## config.mk

```make
export PLATFORM = sky130hd
export DESIGN_NAME = clk_div_multi
export DESIGN_NICKNAME = d
export VERILOG_FILES = /design/src/rtl/clk_div_pkg.sv /design/src/rtl/clk_div_chan.sv /design/src/rtl/clk_div_multi.sv
export SDC_FILE = /design/constraint.sdc
export NUM_CORES = 1
export LEC_CHECK = 0
export BUFFER_PORTS_ARGS = -buffer_cell sky130_fd_sc_hd__buf_4
export CORE_MARGIN = 4
export CORE_UTILIZATION = 40
export CTS_CLUSTER_DIAMETER = 60
export CTS_CLUSTER_SIZE = 12
export DETAILED_ROUTE_END_ITERATION = 7
export MAX_ROUTING_LAYER = met4
export PLACE_DENSITY = 0.67
export SYNTH_ARGS = -nofsm -noshare
export SYNTH_HDL_FRONTEND = slang
export SYNTH_SLANG_ARGS = --single-unit
```

## constraint.sdc

```tcl
create_clock -name clk -period 14.4 [get_ports clk]
set_clock_uncertainty 0.15 [all_clocks]
set_input_delay 2.88 -clock clk [delete_from_list [all_inputs] [get_ports clk]]
set_output_delay 2.88 -clock clk [all_outputs]
set_load 0.005 [all_outputs]
```

## src/rtl/clk_div_pkg.sv

```systemverilog
// Shared definitions for the multi-channel clock divider: defaults, the
// channel-select width helper and the per-channel state record.
package clk_div_pkg;

  localparam int PKG_DEF_PERIOD = 4;

  // Channel state is held at this fixed width; CNT_W must not exceed it.
  localparam int MAX_CNT_W = 32;

  typedef struct packed {
    logic [MAX_CNT_W-1:0] shadow;
    logic [MAX_CNT_W-1:0] active;
    logic [MAX_CNT_W-1:0] cnt;
  } chan_state_t;

  function automatic int calc_ch_w(input int n);
    return (n > 1) ? $clog2(n) : 1;
  endfunction

  // Length of the high phase, ceil(p/2), without overflowing at the top value.
  function automatic logic [MAX_CNT_W-1:0] high_len(input logic [MAX_CNT_W-1:0] p);
    return (p >> 1) + {{(MAX_CNT_W-1){1'b0}}, p[0]};
  endfunction

endpackage

```

## src/rtl/clk_div_chan.sv

```systemverilog
// One divider channel: shadow/active period registers, the period counter and
// the registered clock/tick decode.
module clk_div_chan
  import clk_div_pkg::*;
#(
  parameter int CNT_W      = 16,
  parameter int DEF_PERIOD = PKG_DEF_PERIOD
) (
  input  logic             clk,
  input  logic             rst,
  input  logic             i_en,
  input  logic             i_wr,
  input  logic [CNT_W-1:0] i_period,
  output logic             o_clk,
  output logic             o_tick
);

  localparam logic [MAX_CNT_W-1:0] DEF_P = MAX_CNT_W'(DEF_PERIOD);
  localparam logic [MAX_CNT_W-1:0] ONE   = MAX_CNT_W'(1);
  localparam logic [MAX_CNT_W-1:0] TWO   = MAX_CNT_W'(2);

  chan_state_t          r_state;
  chan_state_t          w_next;
  logic                 r_en;
  logic                 r_clk;
  logic                 r_tick;
  logic [MAX_CNT_W-1:0] w_wr_val;
  logic                 w_halted;
  logic                 w_wrap;
  logic                 w_run;

  assign w_wr_val = MAX_CNT_W'(i_period);
  assign w_halted = r_state.active < TWO;
  assign w_wrap   = r_state.cnt == (r_state.active - ONE);

  // A halted channel never wraps, so a write to it while enabled reloads the
  // active period directly; otherwise the active period only moves at a wrap.
  always_comb begin
    w_next = r_state;
    if (i_wr) begin
      w_next.shadow = w_wr_val;
    end
    if (!i_en) begin
      w_next.cnt    = '0;
      w_next.active = w_next.shadow;
    end else if (!r_en || w_halted) begin
      w_next.cnt = '0;
      if (w_halted && i_wr) begin
        w_next.active = w_wr_val;
      end
    end else if (w_wrap) begin
      w_next.cnt    = '0;
      w_next.active = r_state.shadow;
    end else begin
      w_next.cnt = r_state.cnt + ONE;
    end
  end

  assign w_run = i_en && (w_next.active >= TWO);

  // Outputs decode the next state so they line up with the registered count.
  always_ff @(posedge clk or posedge rst) begin
    if (rst) begin
      r_state <= '{shadow: DEF_P, active: DEF_P, cnt: '0};
      r_en    <= 1'b0;
      r_clk   <= 1'b0;
      r_tick  <= 1'b0;
    end else begin
      r_state <= w_next;
      r_en    <= i_en;
      r_clk   <= w_run && (w_next.cnt < high_len(w_next.active));
      r_tick  <= w_run && (w_next.cnt == '0);
    end
  end

  assign o_clk  = r_clk;
  assign o_tick = r_tick;

endmodule

```

## src/rtl/clk_div_multi.sv

```systemverilog
// Multi-channel programmable clock divider: period write decode, write
// acknowledge and one clk_div_chan per channel.
module clk_div_multi
  import clk_div_pkg::*;
#(
  parameter int CNT_W      = 16,
  parameter int N_CH       = 2,
  parameter int DEF_PERIOD = PKG_DEF_PERIOD,
  parameter int CH_W       = calc_ch_w(N_CH)
) (
  input  logic             clk,
  input  logic             rst,
  input  logic [N_CH-1:0]  en,
  input  logic             period_wr,
  input  logic [CH_W-1:0]  period_ch,
  input  logic [CNT_W-1:0] period_in,
  output logic             period_ack,
  output logic [N_CH-1:0]  clk_out,
  output logic [N_CH-1:0]  tick
);

  logic [N_CH-1:0] w_wr_sel;
  logic            w_wr_ok;
  logic            r_ack;

  // Writes to channel numbers beyond N_CH are dropped and never acknowledged.
  assign w_wr_ok = period_wr && (int'(period_ch) < N_CH);

  for (genvar gi = 0; gi < N_CH; gi++) begin : g_ch
    assign w_wr_sel[gi] = w_wr_ok && (int'(period_ch) == gi);

    clk_div_chan #(
      .CNT_W      (CNT_W),
      .DEF_PERIOD (DEF_PERIOD)
    ) u_chan (
      .clk      (clk),
      .rst      (rst),
      .i_en     (en[gi]),
      .i_wr     (w_wr_sel[gi]),
      .i_period (period_in),
      .o_clk    (clk_out[gi]),
      .o_tick   (tick[gi])
    );
  end

  always_ff @(posedge clk or posedge rst) begin
    if (rst) begin
      r_ack <= 1'b0;
    end else begin
      r_ack <= w_wr_ok;
    end
  end

  assign period_ack = r_ack;

endmodule

```

==> results of run 1 <==
[cell families after synthesis]
| family | after synthesis | share of synthesized area, % |
|---|---|---|
| AOI/OAI and AO/OA | 288 | 13.25 |
| xor gates and xnor gates | 204 | 12.16 |
| adders and majority gates | 72 | 6.129 |
| buffers and inverters | 143 | 4.120 |
| DFF | 199 | 33.92 |
| muxes | 25 | 1.856 |
| and+or+nand+nor | 772 | 28.57 |
[final cells by class]
class                   count  area, um2  area share, %
clock inverters            11      128.9         0.8175
clock buffers              20      436.7          2.770
inverters                  52      202.7          1.286
multi-input cells        1361       9120          57.85
flip-flops and latches    199       4985          31.62
well taps                 461      576.8          3.659
diodes                      3      7.507        0.04762
repair buffers             41      307.8          1.952
[routing by layer]
layer	track usage, %	vias up	wire [um]
met4	6.390	0	984
met5	-	-	0
met2	34.05	519	19810
met3	5.227	87	3805
met1	32.23	6319	20220
li1	-	6105	-
[registers in the layout, summed over array words and instances, names as in the netlist]
| register | count |
|---|---|
| g_ch.u_chan.r_state | 192 |
| g_ch.u_chan.o_clk | 2 |
| g_ch.u_chan.o_tick | 2 |
| g_ch.u_chan.r_en | 2 |
| period_ack | 1 |
[path summary, 6_finish.rpt]
kind                                                        end                                  from  cells past startpoint
setup / recovery                 g_ch[0].u_chan.o_clk$_DFF_PP0_                             period_ch                     25
hold / removal             g_ch[1].u_chan.r_state[84]$_DFF_PP0_  g_ch[1].u_chan.r_state[84]$_DFF_PP0_                      1
setup reg to reg                 g_ch[1].u_chan.o_clk$_DFF_PP0_  g_ch[1].u_chan.r_state[33]$_DFF_PP0_                     20
hold reg to reg            g_ch[1].u_chan.r_state[84]$_DFF_PP0_  g_ch[1].u_chan.r_state[84]$_DFF_PP0_                      1
max in group asynchronous   g_ch[1].u_chan.r_state[0]$_DFF_PP0_                                   rst                      3
min in group asynchronous  g_ch[1].u_chan.r_state[54]$_DFF_PP0_                                   rst                      2
[cells in the final DEF, fill, tap and decap left out, types with 5 or more instances in the layout]
cell type,n
a211oi_1,8
clkinvlp_4,5
nand2b_1,20
xnor2_1,131
and4b_1,5
o211ai_1,19
a22oi_1,15
nor3_1,64
buf_4,41
nand4_1,56
mux2i_1,7
clkbuf_16,17
nand3_1,72
nor4_2,7
nor2b_1,16
a31oi_1,22
nor3b_1,8
ha_1,72
nand2_1,153
and4_1,14
o21ai_0,42
a21oi_1,78
nor4b_1,5
or4_1,10
o31ai_1,9
a22o_1,15
and2_1,47
dfrtp_1,195
mux2_2,18
xor2_1,73
a21o_1,16
o22ai_1,5
and3_1,29
nor2_1,165
nor4_1,50
inv_1,49
or3_1,8
nand3b_1,10
[power groups by stage]
stage / clock, mW / combinational [mW] / sequential (mW)
2_1_floorplan: 0 / 0.208 / 0.617
3_3_place_gp: 0 / 0.251 / 0.645
3_5_place_dp: 0 / 0.256 / 0.645
4_1_cts: 0.494 / 0.258 / 0.634
5_1_grt: 0.515 / 0.290 / 0.640
6_report: 0.482 / 0.261 / 0.635
[stage by stage]
step / setup WS, ns / area (um2) / power [mW]
6_report: 6.332 / 15770 / 1.379
3_3_place_gp: 6.057 / 15190 / 0.8955
2_1_floorplan: 5.951 / 14700 / 0.8244
5_1_grt: 6.073 / 15770 / 1.444
3_5_place_dp: 6.021 / 15190 / 0.9015
4_1_cts: 6.431 / 15760 / 1.387
==> results_dict.tcl, run 1 <==
set metrics [dict create \
    rows 69 \
    p_sw_share_pct 31.73 \
    grt_pass1_vias 12210 \
    slowest_stage "a211oi_1" \
    viasPerCell 6.066 \
    route.detailed.drc 0 \
    core_um2 35910 \
    slew_headroom_pct 28.63 \
    grt-ovfl-total 0 \
    period_share_pct 56.03 \
    p_sw_mw 0.4375 \
    holdWs_ns 0.3455 \
    routed_wl_mm 44.83 \
    p_leak_nw 6.613 \
    first_pass_iters 6 \
    cts_resized 0 \
    grt_max_degree 134 \
    grt_pass1_wl_mm 70.73 \
    seqPwrFrac_pct 46.1 \
    syn_avg_cell_area_um2 8.631 \
    required_ns 14.63 \
    synthCells 1703 \
    critPathTopFamily "compound AO/OA/AOI/OAI gates" \
    setup_tns_ns 0 \
    cts_made_buffers 17 \
    yosys-top-cells-count "dfrtp_1, nor2_1, nand2_1" \
    setup_viol 0 \
    p_int_mw 0.9411 \
    port_buffers 26 \
    synth_edf_count 0 \
    async_flop_share_pct 100.0 \
    clk_pin_slew_ns 0.08 \
    finalCoreUtilization_pct 43.90 \
    reg2reg_slack_ns 6.50 \
    pwr-share-comb_pct 18.9 \
    ys_warn_count 0 \
    area_delta_synth_final_pct 7.261 \
    drv_slew 0 \
    die_h_um 199.7 \
    root_buffer "clkbuf_16" \
    num_vias 13030 \
    p_per_area_nw_per_um2 87.45 \
    postCtsSetupRepairBufs 0 \
    drive_gt1_share_pct 7.898 \
    critPathLaunchType "primary input" \
    track_usage_pct 23.15 \
    clk_latency_ns 0.45 \
    status "finished, final reports clean" \
    synth_most_common_cell "dfrtp_1" \
    cts.hold.buffers_added 0 \
    max_freq_mhz 123.9 \
    clock_path_buffers 2 \
    die_w_um 199.7 \
    cts_tree "done" \
    clockPowerShare_pct 35.0 \
    worstPathBufferInverterCount 3 \
    ys_ff_latch 199 \
    synthTopCellsByArea "dfrtp_1, xnor2_1, ha_1, xor2_1, nor2_1" \
    worstPathArrival_ns 8.29 \
    min_path_type "register to register" \
    hold_viol_final 0 \
    synth_top_area_cell "dfrtp_1" \
    stdcell_count 2148 \
    synth_flop_cell "dfrtp_1" \
    dp.cells 2114 \
    ant_nets 0 \
    numClockSinks 199 \
    initial_core_util_pct 40.92 \
    gp_congestion 0.9743 \
    io_pins 27 \
    rsz0062_at_grt "false" \
    peakVddDrop_mv 0.08171 \
    drt_iter0_markers 1342 \
    ys_seq_area_share_pct 33.92 \
    wl_per_cell_um 20.87 \
    dpl.hpwl_mm 34.09 \
    nets 1766 \
    period_needed_ns 8.068 \
    final.fill_count 3492 \
    end_kind "register" \
    worstPathMaxFanout 34 \
    die_area_um2 39880 \
    synth_top_area_share_pct 33.20 \
    crit_type "primary input to register" \
    drv_cap 0 \
    syn_area_um2 14700 \
    antenna_found_initial 3 \
    cts_max_level 4 \
    worstMarginPinSlew_ns 1.063 \
    synth_cell_types 84 \
    syn-num-nets 1797 \
    slowest_delay_ns 0.71 \
    crit_path_frequent_cell "a21o_1" \
]
No activity file was read; power rests on OpenSTA's default activity.
==> run 2: changes to the inputs <==
- ABC_AREA: not set -> 1
- PLACE_DENSITY: 0.67 -> 0.69
- clock period: 14.4 -> 6.85 ns (I/O delays scaled with it)
==> run 2 against run 1 <==
Against the previous run:
- combinational power grew to 2.7 times the previous value
- routed wire length increased by 41%
- sequential power grew 110%
- worst setup slack worse by 5.9 ns
- final area increased by 17%
- critical path depth up 5
- flip-flop and latch count is the same
==> results_dict.tcl, run 2 <==
set metrics [dict create \
    min_path_type "register to register" \
    die_w_um 214.8 \
    dp.cells 3173 \
    cts_made_buffers 17 \
    drv_cap 0 \
    synthTopCellsByArea "dfrtp_1, nand2_1, nor2_1, inv_1, nand3_1" \
    first_pass_iters 7 \
    routed_wl_mm 63.29 \
    rows 75 \
    clockPowerShare_pct 35.6 \
    synth_cell_types 53 \
    p_sw_mw 1.138 \
    async_flop_share_pct 100.0 \
    nets 2751 \
    gp_congestion 1.013 \
    stdcell_count 3209 \
    drv_slew 0 \
    clock_path_buffers 2 \
    worstPathBufferInverterCount 2 \
    cts_max_level 4 \
    syn-num-nets 2742 \
    setup_tns_ns 0 \
    critPathTopFamily "simple AND/OR/NAND/NOR gates" \
    initial_core_util_pct 40.62 \
    pwr-share-comb_pct 22.6 \
    seqPwrFrac_pct 41.7 \
    synth_top_area_share_pct 28.51 \
    crit_path_frequent_cell "nand2_1" \
    ys_ff_latch 199 \
    layout_commonest_cell "nand2_1" \
    setup_viol 0 \
    period_needed_ns 6.382 \
    largest_register_ffs 192 \
    synthCells 2648 \
    critPathLaunchType "register" \
    post-place-ws_ns 0.3931 \
    antenna_found_initial 0 \
    die_area_um2 46160 \
    grt-ovfl-total 0 \
    io_pins 27 \
    syn_avg_cell_area_um2 6.463 \
    rsz0062_at_grt "false" \
    core_um2 42130 \
    p_per_area_nw_per_um2 170.3 \
    grt_max_degree 159 \
    ys_warn_count 0 \
    synth_edf_count 0 \
    ys_seq_area_share_pct 29.13 \
    worstMarginPinSlew_ns 1.164 \
    num_vias 17720 \
    drive_gt1_share_pct 8.502 \
    cts_tree "done" \
    period_share_pct 93.16 \
    synth_flop_cell "dfrtp_1" \
    clk_latency_ns 0.51 \
    slowest_delay_ns 0.42 \
    top_register "g_ch.u_chan.r_state" \
    cts.hold.buffers_added 0 \
    finalCoreUtilization_pct 43.81 \
    synth_most_common_cell "nand2_1" \
    drt_iter0_markers 1818 \
    numClockSinks 199 \
    root_buffer "clkbuf_16" \
    track_usage_pct 27.97 \
    yosys-top-cells-count "nand2_1, nor2_1, inv_1" \
    syn_area_um2 17110 \
    wl_per_cell_um 19.72 \
    grt_pass1_wl_mm 98.08 \
    worstPathArrival_ns 6.67 \
    viasPerCell 5.521 \
    p_int_mw 2.006 \
    route.detailed.drc 0 \
    layout_common_cells "nand2_1, nor2_1, inv_1" \
    dpl.hpwl_mm 50.19 \
    worstPathMaxFanout 34 \
    antenna_cells 0 \
    grt_pass1_vias 16810 \
    p_leak_nw 8.990 \
    peakVddDrop_mv 0.1680 \
    final.fill_count 4443 \
    slowest_stage "dfrtp_1" \
    p_sw_share_pct 36.19 \
    required_ns 7.14 \
    max_freq_mhz 156.7 \
    synth_top_area_cell "dfrtp_1" \
    crit_type "register to register" \
    port_buffers 26 \
    holdWs_ns 0.3544 \
    ant_nets 0 \
    slew_headroom_pct 22.11 \
    hold_viol_final 0 \
    die_h_um 214.8 \
    end_kind "register" \
    area_delta_synth_final_pct 7.867 \
    clk_pin_slew_ns 0.08 \
    worst_slack_ns 0.4683 \
    status "finished, final reports clean" \
]
-- run 2: cell types whose count changed after synthesis, sizes merged, moves of 45 or more --
| cell | before | now |
|---|---|---|
| clkbuf | 69 | 24 |
| xnor2 | 131 | 27 |
| nor2 | 166 | 480 |
| inv | 50 | 321 |
| nand2 | 153 | 855 |
| nand3 | 72 | 213 |
-- run 2: power by group through the flow --
stage          clock (mW)  sequential, mW  combinational [mW]
3_3_place_gp            0            1.33               0.685
2_1_floorplan           0            1.30               0.508
5_1_grt              1.19            1.32               0.791
3_5_place_dp            0            1.33               0.694
4_1_cts              1.15            1.31               0.697
6_report             1.12            1.31               0.712
-- run 2: cells by family after synthesis --
kind of cell    Yosys count  share of synthesized area, %
compound gates          185                         6.777
xor+xnor                116                         6.017
fa+ha+maj                72                         5.264
buf+inv                 379                         8.993
flops                   199                         29.13
simple gates           1697                         43.82
-- run 2: stage by stage --
| stage | area (um2) | total power, mW |
|---|---|---|
| floorplan | 17120 | 1.809 |
| global placement | 17790 | 2.015 |
| detailed placement | 17790 | 2.026 |
| CTS | 18410 | 3.155 |
| global route | 18460 | 3.301 |
| finish | 18460 | 3.144 |
-- run 2: worst reg2reg max path, delay by kind of cell (launching register included) --
family	cells	cell delay, ns
buf+inv	2	0.26
fa+ha+maj	4	1.06
compound gates	8	1.64
xor+xnor	1	0.10
flops	1	0.42
simple gates	15	2.69
-- run 2: final timing paths --
| kind | from | endpoint | slack (ns) | cells after the start |
|---|---|---|---|---|
| max | g_ch[1].u_chan.r_state[32]$_DFF_PP0_ | g_ch[1].u_chan.o_clk$_DFF_PP0_ | 0.47 | 30 |
| min | g_ch[1].u_chan.r_state[77]$_DFF_PP0_ | g_ch[1].u_chan.r_state[77]$_DFF_PP0_ | 0.35 | 2 |
| max reg2reg | g_ch[1].u_chan.r_state[32]$_DFF_PP0_ | g_ch[1].u_chan.o_clk$_DFF_PP0_ | 0.47 | 30 |
| min reg2reg | g_ch[1].u_chan.r_state[77]$_DFF_PP0_ | g_ch[1].u_chan.r_state[77]$_DFF_PP0_ | 0.35 | 2 |
| max in group asynchronous | rst | g_ch[1].u_chan.r_state[31]$_DFF_PP0_ | 4.20 | 3 |
| min in group asynchronous | rst | g_ch[0].u_chan.r_state[91]$_DFF_PP0_ | 0.93 | 2 |
-- run 2: timing repair --
action | 4_1_cts | 5_1_grt
setup endpoints to repair | 0 | 1
setup buffers | 0 | 2
resized for setup | 0 | 1
-- run 2: final cells by class --
type                    instances  area (um2)  share of cell area, %
clock buffers                  18       439.2                  2.379
flip-flops and latches        199        4985                  27.00
well taps                     539       674.4                  3.653
multi-input cells            2072       10620                  57.54
inverters                     324        1220                  6.608
clock inverters                14       185.2                  1.003
repair buffers                 43       335.3                  1.816
-- run 2: layer usage --
metal | global-route usage (%) | routed length (um)
met1 | 37.29 | 27860
met2 | 43.00 | 28680
met3 | 5.155 | 4593
met4 | 9.509 | 2145
met5 | - | 0
==> run 3: changes to the inputs <==
- ABC_AREA: 1 -> not set
- SLEW_MARGIN: not set -> 10
==> run 3 against run 2 <==
Against the previous run:
- flip-flop and latch count unchanged
- sequential power about the same
- die area is 14% lower
- first-iteration DRC count decreased by 28%
- utilization up 2.0 points
- routed wire length down 27%
- fmax is 3.3% lower
- worst hold slack got worse by 0.0070 ns
- final area fell by 11%
- non-clock buffer count increased by 63
- combinational power fell by 12%
- clock-buffer cell count decreased by 1
- critical path type unchanged
- largest cell class unchanged
==> results_dict.tcl, run 3 (same netlist as run 1, synthesis figures left out) <==
set metrics [dict create \
    ant_nets 0 \
    drive_gt1_share_pct 12.56 \
    layout_commonest_cell "dfrtp_1" \
    p_leak_nw 6.986 \
    largest_register_ffs 192 \
    area_delta_synth_final_pct 11.87 \
    max_freq_mhz 151.6 \
    end_kind "register" \
    port_buffers 26 \
    num_vias 13500 \
    holdPathStages 1 \
    cts_max_level 4 \
    cts_tree "done" \
    power.total_mw 3.020 \
    hold_viol_final 0 \
    root_buffer "clkbuf_16" \
    route.detailed.drc 0 \
    peakVddDrop_mv 0.1809 \
    clock_path_buffers 2 \
    core_um2 35910 \
    die_w_um 199.7 \
    clk_latency_ns 0.46 \
    rr_worst_depth 20 \
    grt_pass1_vias 12990 \
    required_ns 7.04 \
    crit_type "register to register" \
    worstMarginPinSlew_ns 0.8956 \
    wl_per_cell_um 20.93 \
    die_area_um2 39880 \
    min_path_type "register to register" \
    rows 69 \
    dpl.hpwl_mm 35.43 \
    track_usage_pct 23.62 \
    p_per_area_nw_per_um2 183.7 \
    io_pins 27 \
    drv_slew 0 \
    cts_made_buffers 17 \
    grt_pass1_wl_mm 72.49 \
    routed_wl_mm 46.33 \
    initial_core_util_pct 40.92 \
    gp_congestion 0.9999 \
    top_register "g_ch.u_chan.r_state" \
    setup_viol 0 \
    drt_iter0_markers 1311 \
    slew_headroom_pct 39.74 \
    holdWs_ns 0.3473 \
    finalCoreUtilization_pct 45.78 \
    status "finished, final reports clean" \
    numClockSinks 199 \
    layout_common_cells "dfrtp_1, nor2_1, nand2_1" \
    antenna_found_initial 1 \
    grt_max_degree 148 \
    period_needed_ns 6.598 \
    critPathLaunchType "register" \
    nets 1832 \
    worstPathMaxFanout 11 \
    final.fill_count 3420 \
    first_pass_iters 6 \
    die_h_um 199.7 \
    worstPathArrival_ns 6.79 \
    drv_cap 0 \
    clk_pin_slew_ns 0.08 \
    period_share_pct 96.32 \
    viasPerCell 6.100 \
    grt-ovfl-total 0 \
    rsz0062_at_grt "true" \
]
-- run 3: cell count changes in the layout (fill, tap and decap cells not counted), moves of 43 or more --
cell,change
nand2_1,-664
nand3_1,-132
xnor2_1,+104
and2_1,+43
nor2_1,-259
buf_4,+63
inv_1,-258
-- run 3: layer usage --
layer / track usage [%] / up-vias / share of wire [%]
li1: - / 6235 / -
met1: 32.42 / 6563 / 44
met2: 35.29 / 588 / 44
met3: 4.080 / 114 / 8.0
met4: 8.453 / 0 / 3.7
met5: - / - / 0
-- run 3: per-stage QoR --
stage                     setup WS [ns]  cells  cell area (um2)  TNS, ns
after floorplan                  0.6718   1703            14700        0
after global placement          0.09250   2169            15610        0
after detailed placement        0.04183   2169            15610        0
after CTS                       0.04619   2201            16230        0
after global routing           -0.06215   2213            16440  -0.1040
final                            0.2520   2213            16440        0
-- run 3: critical path, cell delays in order (launching register included) --
cell,delay (ns)
dfrtp_1,0.49
nor4_4,0.52
and4b_1,0.49
and4_1,0.25
o221ai_1,0.18
nor4_1,0.42
buf_4,0.20
nand4_1,0.25
o21bai_2,0.32
a22oi_1,0.18
nor4_2,0.50
nand4_1,0.41
or4_1,0.65
nand3b_1,0.19
ha_1,0.32
nand4_1,0.11
nor4_1,0.41
a21oi_1,0.11
o311ai_0,0.10
nor2_1,0.08
o211a_1,0.14
-- run 3: what timing repair did --
| item | CTS | global route |
|---|---|---|
| cloned | 0 | 1 |
| pin swaps | 0 | 6 |
| buffers inserted | 0 | 10 |
| hold buffers | 0 | 0 |
| setup endpoints to repair | 1 | 2 |
| resized for setup | 1 | 24 |
-- run 3: where the power goes --
part           switching [mW]  internal, mW  total (mW)
clock network           0.537         0.528        1.06
logic                   0.378         0.246       0.624
registers              0.0942          1.24        1.33
total                    1.01          2.01        3.02
-- run 3: worst paths after layout --
| kind | start | end | slack [ns] |
|---|---|---|---|
| worst min register to register | g_ch[1].u_chan.r_state[87]$_DFF_PP0_ | g_ch[1].u_chan.r_state[87]$_DFF_PP0_ | 0.35 |
| worst max-delay path | g_ch[1].u_chan.r_state[36]$_DFF_PP0_ | g_ch[1].u_chan.o_clk$_DFF_PP0_ | 0.25 |
| worst max register to register | g_ch[1].u_chan.r_state[36]$_DFF_PP0_ | g_ch[1].u_chan.o_clk$_DFF_PP0_ | 0.25 |
| min in group asynchronous | rst | g_ch[0].u_chan.r_state[0]$_DFF_PP0_ | 0.97 |
| worst min-delay path | g_ch[1].u_chan.r_state[87]$_DFF_PP0_ | g_ch[1].u_chan.r_state[87]$_DFF_PP0_ | 0.35 |
| max in group asynchronous | rst | g_ch[1].u_chan.r_state[44]$_DFF_PP0_ | 4.30 |
-- run 3: layout make-up --
cell class,count,area (um2),area share (%)
tap,461,576.8,3.508
sequential,199,4987,30.33
clock buffer,17,425.4,2.587
clock inverter,15,182.7,1.111
timing repair buffer,106,808.3,4.916
antenna,1,2.502,0.01522
inverter,52,198.9,1.210
multi-input combinational,1362,9260,56.32
